$ cat src/rtl/alu_issue.sv
// rtl/alu_issue.sv - RV64I integer decode into a one-entry ALU issue register
// Decodes OP/OP-IMM/OP-32/OP-IMM-32/LUI/AUIPC into ALU operands and an op code.
module alu_issue #(
    parameter int DATA_LEN = 64
) (
    input  logic                clk_i,
    input  logic                rst_i,
    input  logic                flush_i,
    input  logic                in_valid_i,
    output logic                in_ready_o,
    input  logic [31:0]         inst_i,
    input  logic [DATA_LEN-1:0] pc_i,
    input  logic [DATA_LEN-1:0] rs1_val_i,
    input  logic [DATA_LEN-1:0] rs2_val_i,
    output logic                out_valid_o,
    input  logic                out_ready_i,
    output logic [DATA_LEN-1:0] A_o,
    output logic [DATA_LEN-1:0] B_o,
    output logic [3:0]          opcode_o,
    output logic [4:0]          rd_o,
    output logic                rd_we_o,
    output logic                illegal_o
);

    localparam logic [3:0] ALU_ADD    = 4'd0;
    localparam logic [3:0] ALU_SUB    = 4'd1;
    localparam logic [3:0] ALU_OR     = 4'd2;
    localparam logic [3:0] ALU_AND    = 4'd3;
    localparam logic [3:0] ALU_XOR    = 4'd4;
    localparam logic [3:0] ALU_SLL    = 4'd5;
    localparam logic [3:0] ALU_SRL    = 4'd6;
    localparam logic [3:0] ALU_SRA    = 4'd7;
    localparam logic [3:0] ALU_SLT    = 4'd8;
    localparam logic [3:0] ALU_SLTU   = 4'd9;
    localparam logic [3:0] ALU_COPY_B = 4'd10;
    localparam logic [3:0] ALU_ADDW   = 4'd11;
    localparam logic [3:0] ALU_SUBW   = 4'd12;
    localparam logic [3:0] ALU_SLLW   = 4'd13;
    localparam logic [3:0] ALU_SRLW   = 4'd14;
    localparam logic [3:0] ALU_SRAW   = 4'd15;

    localparam logic [6:0] OPC_OP       = 7'b0110011;
    localparam logic [6:0] OPC_OP_IMM   = 7'b0010011;
    localparam logic [6:0] OPC_OP_32    = 7'b0111011;
    localparam logic [6:0] OPC_OP_IMM32 = 7'b0011011;
    localparam logic [6:0] OPC_LUI      = 7'b0110111;
    localparam logic [6:0] OPC_AUIPC    = 7'b0010111;

    localparam logic [6:0] F7_BASE = 7'b0000000;
    localparam logic [6:0] F7_ALT  = 7'b0100000;

    logic [6:0]          major;
    logic [2:0]          funct3;
    logic [6:0]          funct7;
    logic [4:0]          rd;
    logic [DATA_LEN-1:0] imm_i;
    logic [DATA_LEN-1:0] imm_u;
    logic [DATA_LEN-1:0] shamt6;
    logic [DATA_LEN-1:0] shamt5;

    logic [DATA_LEN-1:0] dec_a;
    logic [DATA_LEN-1:0] dec_b;
    logic [3:0]          dec_op;
    logic                dec_legal;
    logic                dec_we;
    logic                accept;

    assign major  = inst_i[6:0];
    assign funct3 = inst_i[14:12];
    assign funct7 = inst_i[31:25];
    assign rd     = inst_i[11:7];
    assign imm_i  = {{(DATA_LEN-12){inst_i[31]}}, inst_i[31:20]};
    assign imm_u  = {{(DATA_LEN-32){inst_i[31]}}, inst_i[31:12], 12'b0};
    assign shamt6 = {{(DATA_LEN-6){1'b0}}, inst_i[25:20]};
    assign shamt5 = {{(DATA_LEN-5){1'b0}}, inst_i[24:20]};

    always_comb begin
        dec_a     = '0;
        dec_b     = '0;
        dec_op    = ALU_ADD;
        dec_legal = 1'b1;
        unique case (major)
            OPC_OP: begin
                dec_a = rs1_val_i;
                dec_b = rs2_val_i;
                case ({funct7, funct3})
                    {F7_BASE, 3'b000}: dec_op = ALU_ADD;
                    {F7_ALT,  3'b000}: dec_op = ALU_SUB;
                    {F7_BASE, 3'b001}: dec_op = ALU_SLL;
                    {F7_BASE, 3'b010}: dec_op = ALU_SLT;
                    {F7_BASE, 3'b011}: dec_op = ALU_SLTU;
                    {F7_BASE, 3'b100}: dec_op = ALU_XOR;
                    {F7_BASE, 3'b101}: dec_op = ALU_SRL;
                    {F7_ALT,  3'b101}: dec_op = ALU_SRA;
                    {F7_BASE, 3'b110}: dec_op = ALU_OR;
                    {F7_BASE, 3'b111}: dec_op = ALU_AND;
                    default:           dec_legal = 1'b0;
                endcase
            end
            OPC_OP_IMM: begin
                dec_a = rs1_val_i;
                dec_b = imm_i;
                case (funct3)
                    3'b000: dec_op = ALU_ADD;
                    3'b010: dec_op = ALU_SLT;
                    3'b011: dec_op = ALU_SLTU;
                    3'b100: dec_op = ALU_XOR;
                    3'b110: dec_op = ALU_OR;
                    3'b111: dec_op = ALU_AND;
                    3'b001: begin
                        dec_b = shamt6;
                        if (inst_i[31:26] == 6'b000000) dec_op = ALU_SLL;
                        else                            dec_legal = 1'b0;
                    end
                    default: begin
                        dec_b = shamt6;
                        if (inst_i[31:26] == 6'b000000)      dec_op = ALU_SRL;
                        else if (inst_i[31:26] == 6'b010000) dec_op = ALU_SRA;
                        else                                 dec_legal = 1'b0;
                    end
                endcase
            end
            OPC_OP_32: begin
                dec_a = rs1_val_i;
                dec_b = rs2_val_i;
                case ({funct7, funct3})
                    {F7_BASE, 3'b000}: dec_op = ALU_ADDW;
                    {F7_ALT,  3'b000}: dec_op = ALU_SUBW;
                    {F7_BASE, 3'b001}: dec_op = ALU_SLLW;
                    {F7_BASE, 3'b101}: dec_op = ALU_SRLW;
                    {F7_ALT,  3'b101}: dec_op = ALU_SRAW;
                    default:           dec_legal = 1'b0;
                endcase
            end
            OPC_OP_IMM32: begin
                dec_a = rs1_val_i;
                dec_b = shamt5;
                case ({funct7, funct3})
                    {F7_BASE, 3'b001}: dec_op = ALU_SLLW;
                    {F7_BASE, 3'b101}: dec_op = ALU_SRLW;
                    {F7_ALT,  3'b101}: dec_op = ALU_SRAW;
                    default: begin
                        // ADDW-immediate has no funct7 field, so match funct3 alone
                        if (funct3 == 3'b000) begin
                            dec_op = ALU_ADDW;
                            dec_b  = imm_i;
                        end else begin
                            dec_legal = 1'b0;
                        end
                    end
                endcase
            end
            OPC_LUI: begin
                dec_op = ALU_COPY_B;
                dec_b  = imm_u;
            end
            OPC_AUIPC: begin
                dec_a = pc_i;
                dec_b = imm_u;
            end
            default: dec_legal = 1'b0;
        endcase
        if (!dec_legal) begin
            dec_a  = '0;
            dec_b  = '0;
            dec_op = ALU_ADD;
        end
    end

    assign dec_we     = dec_legal && (rd != 5'd0);
    assign in_ready_o = !out_valid_o || out_ready_i;
    assign accept     = in_valid_i && in_ready_o;

    always_ff @(posedge clk_i) begin
        if (rst_i) begin
            out_valid_o <= 1'b0;
            A_o         <= '0;
            B_o         <= '0;
            opcode_o    <= ALU_ADD;
            rd_o        <= 5'd0;
            rd_we_o     <= 1'b0;
            illegal_o   <= 1'b0;
        end else if (flush_i) begin
            out_valid_o <= 1'b0;
        end else if (accept) begin
            out_valid_o <= 1'b1;
            A_o         <= dec_a;
            B_o         <= dec_b;
            opcode_o    <= dec_op;
            rd_o        <= rd;
            rd_we_o     <= dec_we;
            illegal_o   <= !dec_legal;
        end else if (out_ready_i) begin
            out_valid_o <= 1'b0;
        end
    end

endmodule

$ cat config.mk
export PLATFORM = sky130hd
export DESIGN_NAME = alu_issue
export DESIGN_NICKNAME = d
export VERILOG_FILES = /design/src/rtl/alu_issue.sv
export SDC_FILE = /design/constraint.sdc
export NUM_CORES = 1
export LEC_CHECK = 0
export ABC_AREA = 1
export CAP_MARGIN = 10
export CORE_MARGIN = 5
export CORE_UTILIZATION = 25
export CTS_BUF_LIST = sky130_fd_sc_hd__clkbuf_4 sky130_fd_sc_hd__clkbuf_8 sky130_fd_sc_hd__clkbuf_16
export DETAILED_ROUTE_END_ITERATION = 6
export GPL_TIMING_DRIVEN = 1
export SETUP_SLACK_MARGIN = 0.4
export SYNTH_ARGS = -nofsm -noshare
export SYNTH_HDL_FRONTEND = slang
export SYNTH_SLANG_ARGS = --single-unit
export TNS_END_PERCENT = 20
$ cat constraint.sdc
create_clock -name clk_i -period 3.4 [get_ports clk_i]
set_input_delay 0.68 -clock clk_i [delete_from_list [all_inputs] [get_ports clk_i]]
set_output_delay 0.68 -clock clk_i [all_outputs]
set_load 0.005 [all_outputs]
==> run_results.csv, run 1 <==
group,metric,value,unit
run_status,status,"finished, final reports clean",
logic_synthesis,synth-edff-count,0,
routing,wl_per_cell,17.3,um
routing,dr.pass1.iters,4,
power_and_ir_drop,switchingPower,1.09,mW
place,place_inst,1886,
logic_synthesis,synthCells,1199,
place,dp_hpwl,23200,um
finish,instances_no_fill,1918,
power_and_ir_drop,power_frac_seq,0.387,
clock_network,clk_pin_slew,0.07,ns
clock_network,cts_tree,"yes",
finish,drive_gt1_frac,0.119,
power_and_ir_drop,clkPwrFrac,0.491,
place,place_ws,0.281,ns
setup_path,crit_arrival,3.11,ns
logic_synthesis,ys_types,32,
setup_path,cp-start-kind,"input port",
worst_hold_path,min_path_type,"reg -> reg",
power_and_ir_drop,power_frac_comb,0.122,
logic_synthesis,syn_area,7990,um^2
global_route,use_met2,0.283,
logic_synthesis,yosys_warnings,0,
clock_network,hold_buffers,0,
clock_network,cts_resized,0,
power_and_ir_drop,p_leak,4.53,nW
sta,drv_slew,0,
routing,wirelength,33100,um
sta,timing.hold.ws,0.465,ns
routing,drtIter0Drc,397,
logic_synthesis,async_flop_share,0,
finish,diodes,0,
clock_network,cts_buffer_depth,2,
setup_path,crit_path_end_kind,"flop",
setup_path,slowest_stage,"clkdlybuf4s50_1",
finish,nNetsFinal,1732,
setup_path,critical_path.cell_chain,"clkdlybuf4s50_1, nor2_2, nand2_1, a21oi_2, nand3_1, buf_4, a31oi_1, nand2_1, a21oi_1",
setup_path,crit_fanout,15,
die,initial_core_util,0.253,
sta,layout_worst_path_cycle_share,0.811,
run,cap_violations,0,
routing,vias_per_cell,4.69,
finish,syn_to_final_growth,56.4,%
sta,finalWorstSetupSlack,0.641,ns
place,gp_congestion,0.870,
global_route,grt_start_max_net_pins,91,
clock_network,htree_levels,4,
clock_network,cts_sinks,140,
die,core-area,31600,um^2
logic_synthesis,ys_ff_latch,140,
global_route,grt_antenna_before_repair,0,
power_and_ir_drop,powerDensity,341,nW/um^2
global_route,grtUsageTotal,0.178,
routing,postRouteAntennaNets,0,
die,ios,370,
global_route,grt-ovfl-total,0,
sta,worst_slew_pin_slew,0.679,ns
power_and_ir_drop,internal_power,3.17,mW
sta,setup_viol,0,
die,dieArea,35700,um^2
routing,vias,8988,
clock_network,insertion_delay,0.42,ns
power_and_ir_drop,max-vdd-ir-drop,0.257,mV
global_route,gr-usage-met1,0.225,
die,chipWidth,189,um
routing,remaining_drc_errors,0,
sta,min_period,2.76,ns
setup_path,cp_common_cell,"nand2_1",
clock_network,cts_setup_buffers,0,
logic_synthesis,ys_seq_area_frac,0.351,
clock_network,cts_buffers,17,
global_route,use_met3,0.0735,
global_route,top_usage_layer,"met2",
sta,hold_viol,0,
sta,relSlewSlack,0.547,
logic_synthesis,synth_nets,1428,
die,num_rows,65,
clock_network,cts_root_buf,"clkbuf_16",
setup_path,cp.required,3.75,ns
sta,fmax,362,MHz
sta,fin_tns_setup,0,ns
place,numPortBuffers,369,
sta,rsz0062_at_grt,"false",
global_route,grt_pass1_vias,8762,
setup_path,cpPeakStageDelay,0.61,ns
setup_path,criticalPathCategory,"in -> reg",
logic_synthesis,synth_ff_type,"dfxtp_1",
global_route,grt_pass1_wl,51100,um
power_and_ir_drop,switching_share,0.256,
die,fp.dieH,189,um
sta,finalClockSkew,0.00927,ns
logic_synthesis,syn_avg_cell_area,6.67,um^2
synthesized netlist by cell type, types with 6 or more instances:
| cell | number | share of area |
|---|---|---|
| a21oi_1 | 103 | 0.064 |
| a21oi_2 | 46 | 0.050 |
| a31oi_1 | 11 | 0.0086 |
| buf_12 | 6 | 0.015 |
| buf_2 | 29 | 0.018 |
| buf_6 | 6 | 0.0085 |
| clkbuf_1 | 51 | 0.024 |
| dfxtp_1 | 140 | 0.35 |
| inv_1 | 17 | 0.0080 |
| inv_2 | 11 | 0.0052 |
| nand2_1 | 465 | 0.22 |
| nand3_1 | 123 | 0.077 |
| nand3_2 | 54 | 0.068 |
| nand4_1 | 6 | 0.0047 |
| nor2_1 | 90 | 0.042 |
| o21ai_0 | 8 | 0.0050 |
metal layers:
layer | wire length (um) | vias to the layer above
li1 | - | 4501
met1 | 14400 | 4121
met2 | 14900 | 336
met3 | 3300 | 30
met4 | 503 | 0
met5 | 0 | -
registers in the layout (all words and copies together) (netlist names):
register and flops:
illegal_o 1, A_o 64, B_o 64, out_valid_o 1
rd_o 5, rd_we_o 1, opcode_o 4
final cells by class:
class / instances / area (um^2)
tap: 402 / 503
sequential: 140 / 2800
multi-input combinational: 931 / 4530
timing repair buffer: 384 / 3920
fill: 3283 / 19100
inverter: 29 / 114
clock inverter: 15 / 210
clock buffer: 17 / 425
cells by family after synthesis:
| kind of cell | share of synthesized area |
|---|---|
| buffers and inverters | 0.0848 |
| and+or+nand+nor | 0.430 |
| AOI/OAI and AO/OA | 0.135 |
| DFF | 0.351 |
path summary, 6_finish.rpt:
kind | end | slack [ns] | depth (start not counted) | startpoint
worst max register to register | A_o[1] | 1.43 | 8 | out_valid_o
worst min-delay path | A_o[1] | 0.46 | 2 | A_o[1]
worst min register to register | A_o[1] | 0.46 | 2 | A_o[1]
worst max-delay path | B_o[28] | 0.64 | 9 | inst_i[13]
placed cells by master (no fill, tap or decap), types with 3 or more instances in the layout:
master	count
nand3_1	123
inv_6	5
inv_1	16
clkdlybuf4s50_1	368
a21oi_1	103
a21oi_2	46
nor2_1	90
nor2_4	4
buf_4	6
nand2_2	5
buf_12	9
nand3_2	54
inv_2	11
nand4_1	6
clkbuf_16	17
o21ai_0	8
bufinv_16	4
nor2_2	5
dfxtp_1	140
clkinv_4	3
nand2_1	465
a31oi_1	11
power by group through the flow:
| stage | clock network [mW] | logic [mW] | registers [mW] |
|---|---|---|---|
| after global placement | 0 | 0.521 | 1.68 |
| after detailed placement | 0 | 0.522 | 1.69 |
| after floorplan | 0 | 0.170 | 1.69 |
| after CTS | 2.16 | 0.524 | 1.65 |
| after global routing | 2.23 | 0.554 | 1.65 |
| final | 2.09 | 0.518 | 1.65 |
per-stage QoR:
stage / util / power (mW) / cell area, um^2
after CTS: 0.396 / 4.33 / 12500
final: 0.396 / 4.26 / 12500
after global routing: 0.396 / 4.43 / 12500
after detailed placement: 0.376 / 2.21 / 11900
after floorplan: - / 1.86 / 7990
after global placement: 0.376 / 2.21 / 11900
critical path: cells and delay by family:
kind / cells / cell delay, ns
buf+inv: 2 / 0.90
compound gates: 3 / 0.71
simple gates: 4 / 0.82
(Power assumes the default switching activity.)
==> run 2: changes to the inputs <==
Clock period 3.4 ns to 2.5 ns, I/O delays scaled along.
==> run 2 against run 1 <==
Compared with the run above:
- power rose by 34%
- count of clock-buffer cells in the layout up 2
- critical path depth grew 2
- sequential share of layout area shrank 1.6 points
- flip-flop and latch count stayed put
- hold slack lost 0.00060 ns
- clock power increased by 28%
- clock skew is 0.0054 ns higher
- via count increased by 3.8%
- core utilization up 3.1 points
- combinational power is 49% higher
- cell area is 7.7% higher
- critical path type unchanged
- critical endpoint is now B_o[39]
- largest power group unchanged
- highest routed layer unchanged
==> run_results.csv, run 2 (synthesis gave the netlist of run 1 again) <==
group,metric,value,unit
sta,finalWorstSetupSlack,0.464,ns
die,ios,370,
global_route,grt_pass1_vias,8992,
global_route,grt_start_max_net_pins,61,
global_route,grt-ovfl-total,0,
routing,postRouteAntennaNets,0,
worst_hold_path,min_path_type,"in -> reg",
setup_path,reg2reg_depth,8,
global_route,use_met2,0.290,
finish,drive_gt1_frac,0.163,
place,place_ws,-0.0638,ns
setup_path,crit_arrival,2.34,ns
clock_network,insertion_delay,0.43,ns
setup_path,cpPeakStageDelay,0.54,ns
finish,fillCellCount,3201,
power_and_ir_drop,max-vdd-ir-drop,0.427,mV
clock_network,clk_pin_slew,0.07,ns
run,cap_violations,0,
worst_hold_path,hold_path_depth,2,
sta,setup_viol,0,
setup_path,slowest_stage,"clkdlybuf4s50_1",
sta,relSlewSlack,0.725,
power_and_ir_drop,p_leak,5.06,nW
routing,vias,9329,
routing,wirelength,35100,um
global_route,grt_antenna_before_repair,0,
run_status,status,"finished, final reports clean",
clock_network,cts_buffers,17,
sta,min_period,2.04,ns
sta,drv_slew,0,
setup_path,reg2reg_slack,0.85,ns
clock_network,cts_sinks,140,
power_and_ir_drop,internal_power,4.22,mW
setup_path,crit_fanout,11,
setup_path,cp-start-kind,"input port",
power_and_ir_drop,power_frac_seq,0.394,
die,initial_core_util,0.253,
sta,finalClockSkew,0.0147,ns
finish,diodes,0,
finish,syn_to_final_growth,68.5,%
sta,rsz0062_at_grt,"true",
routing,remaining_drc_errors,0,
setup_path,reg2reg_from,"out_valid_o",
power_and_ir_drop,switching_share,0.257,
power_and_ir_drop,powerDensity,422,nW/um^2
routing,drtIter0Drc,433,
routing,vias_per_cell,4.69,
routing,wl_per_cell,17.6,um
finish,final_cell_mix,"463 x nand2_1, 360 x clkdlybuf4s50_1, 140 x dfxtp_1",
setup_path,cp_common_cell,"clkbuf_16",
sta,fmax,491,MHz
place,gp_congestion,0.888,
clock_network,cts_tree,"yes",
clock_network,hold_buffers,0,
sta,worst_slew_pin_slew,0.413,ns
clock_network,cts_buffer_depth,2,
setup_path,r2r_end,"A_o[33]",
finish,nNetsFinal,1803,
worst_hold_path,min-delay-start,"rst_i",
place,dp_hpwl,24200,um
worst_hold_path,min_to,"A_o[22]",
finish,largestRegisters,"A_o (64), B_o (64), rd_o (5)",
sta,hold_viol,0,
global_route,grtUsageTotal,0.177,
clock_network,cts_root_buf,"clkbuf_16",
die,fp.dieH,189,um
place,numPortBuffers,369,
global_route,top_usage_layer,"met2",
setup_path,criticalPathCategory,"in -> reg",
setup_path,cp.required,2.80,ns
power_and_ir_drop,switchingPower,1.46,mW
global_route,gr-usage-met1,0.215,
setup_path,crit_path_end_kind,"flop",
sta,layout_worst_path_cycle_share,0.814,
power_and_ir_drop,power_frac_comb,0.136,
finish,final_common_cell,"nand2_1",
routing,dr.pass1.iters,5,
global_route,use_met3,0.0735,
die,chipWidth,189,um
clock_network,htree_levels,4,
setup_path,critical_path.cell_chain,"clkdlybuf4s50_1, nor2_2, buf_4, o21ai_1, nand3_2, nand2_2, nand4_4, clkbuf_16, clkbuf_16, nand2_1, a21oi_1",
die,num_rows,65,
global_route,grt_pass1_wl,50800,um
die,dieArea,35700,um^2
die,core-area,31600,um^2
power_and_ir_drop,clkPwrFrac,0.470,
power_and_ir_drop,total_power,5.68,mW
[run 2: cell types whose count changed in the layout (fill, tap and decap cells not counted), sizes merged]
cell / change
clkdlybuf4s50: -8
clkinvlp: -1
inv: +1
buf: +58
bufinv: -2
dlymetal6s2s: +8
clkbuf: +15
[run 2: power by group through the flow]
| stage | sequential [mW] | combinational (mW) | clock [mW] |
|---|---|---|---|
| after floorplan | 2.29 | 0.232 | 0 |
| after global placement | 2.29 | 0.750 | 0 |
| after detailed placement | 2.29 | 0.750 | 0 |
| after CTS | 2.24 | 0.754 | 2.75 |
| after global routing | 2.24 | 0.829 | 2.83 |
| final | 2.24 | 0.774 | 2.67 |
[run 2: through the flow]
step / hold slack, ns / utilization / instances / setup TNS (ns) / cell area [um^2]
after floorplan: 0.461 / - / 1199 / 0 / 7990
after global placement: 0.450 / 0.391 / 1935 / -3.21 / 12300
after detailed placement: 0.457 / 0.391 / 1935 / -3.41 / 12300
after CTS: 0.450 / 0.410 / 1967 / 0 / 13000
after global routing: 0.465 / 0.427 / 1989 / 0 / 13500
final: 0.464 / 0.427 / 1989 / 0 / 13500
[run 2: timing repair]
action / CTS / global route
cloned: 0 / 16
setup buffers: 0 / 6
endpoints found under the hold margin: 0 / 0
setup endpoints to repair: 14 / 132
gates resized for setup: 0 / 25
pin swaps: 0 / 6
[run 2: worst max-delay path by stage]
stage / to / slack, ns / start / cells past startpoint
after floorplan: A_o[44] / 0.62 / inst_i[13] / 14
after global placement: B_o[27] / -0.05 / inst_i[25] / 13
after detailed placement: B_o[14] / -0.06 / inst_i[25] / 11
after CTS: B_o[14] / 0.38 / inst_i[1] / 12
after global routing: B_o[2] / 0.38 / inst_i[29] / 12
final: B_o[39] / 0.46 / inst_i[30] / 11
[run 2: critical path: cells and delay by family]
family	cells	cell delay (ns)
AOI/OAI and AO/OA	2	0.21
buffers and inverters	4	1.08
and+or+nand+nor	5	0.53
[run 2: area by class of cell]
| class | instances | area (um^2) | share of cell area |
|---|---|---|---|
| Timing Repair Buffer | 455 | 4880 | 0.362 |
| Clock inverter | 13 | 153 | 0.0113 |
| Inverter | 29 | 119 | 0.00883 |
| Sequential cell | 140 | 2800 | 0.208 |
| Tap cell | 402 | 503 | 0.0374 |
| Multi-Input combinational cell | 931 | 4560 | 0.338 |
| Clock buffer | 19 | 453 | 0.0336 |
[run 2: metal layers]
metal	part of all wire	wire, um
met1	0.41	14500
met2	0.46	16300
met3	0.10	3520
met4	0.022	770
met5	0	0
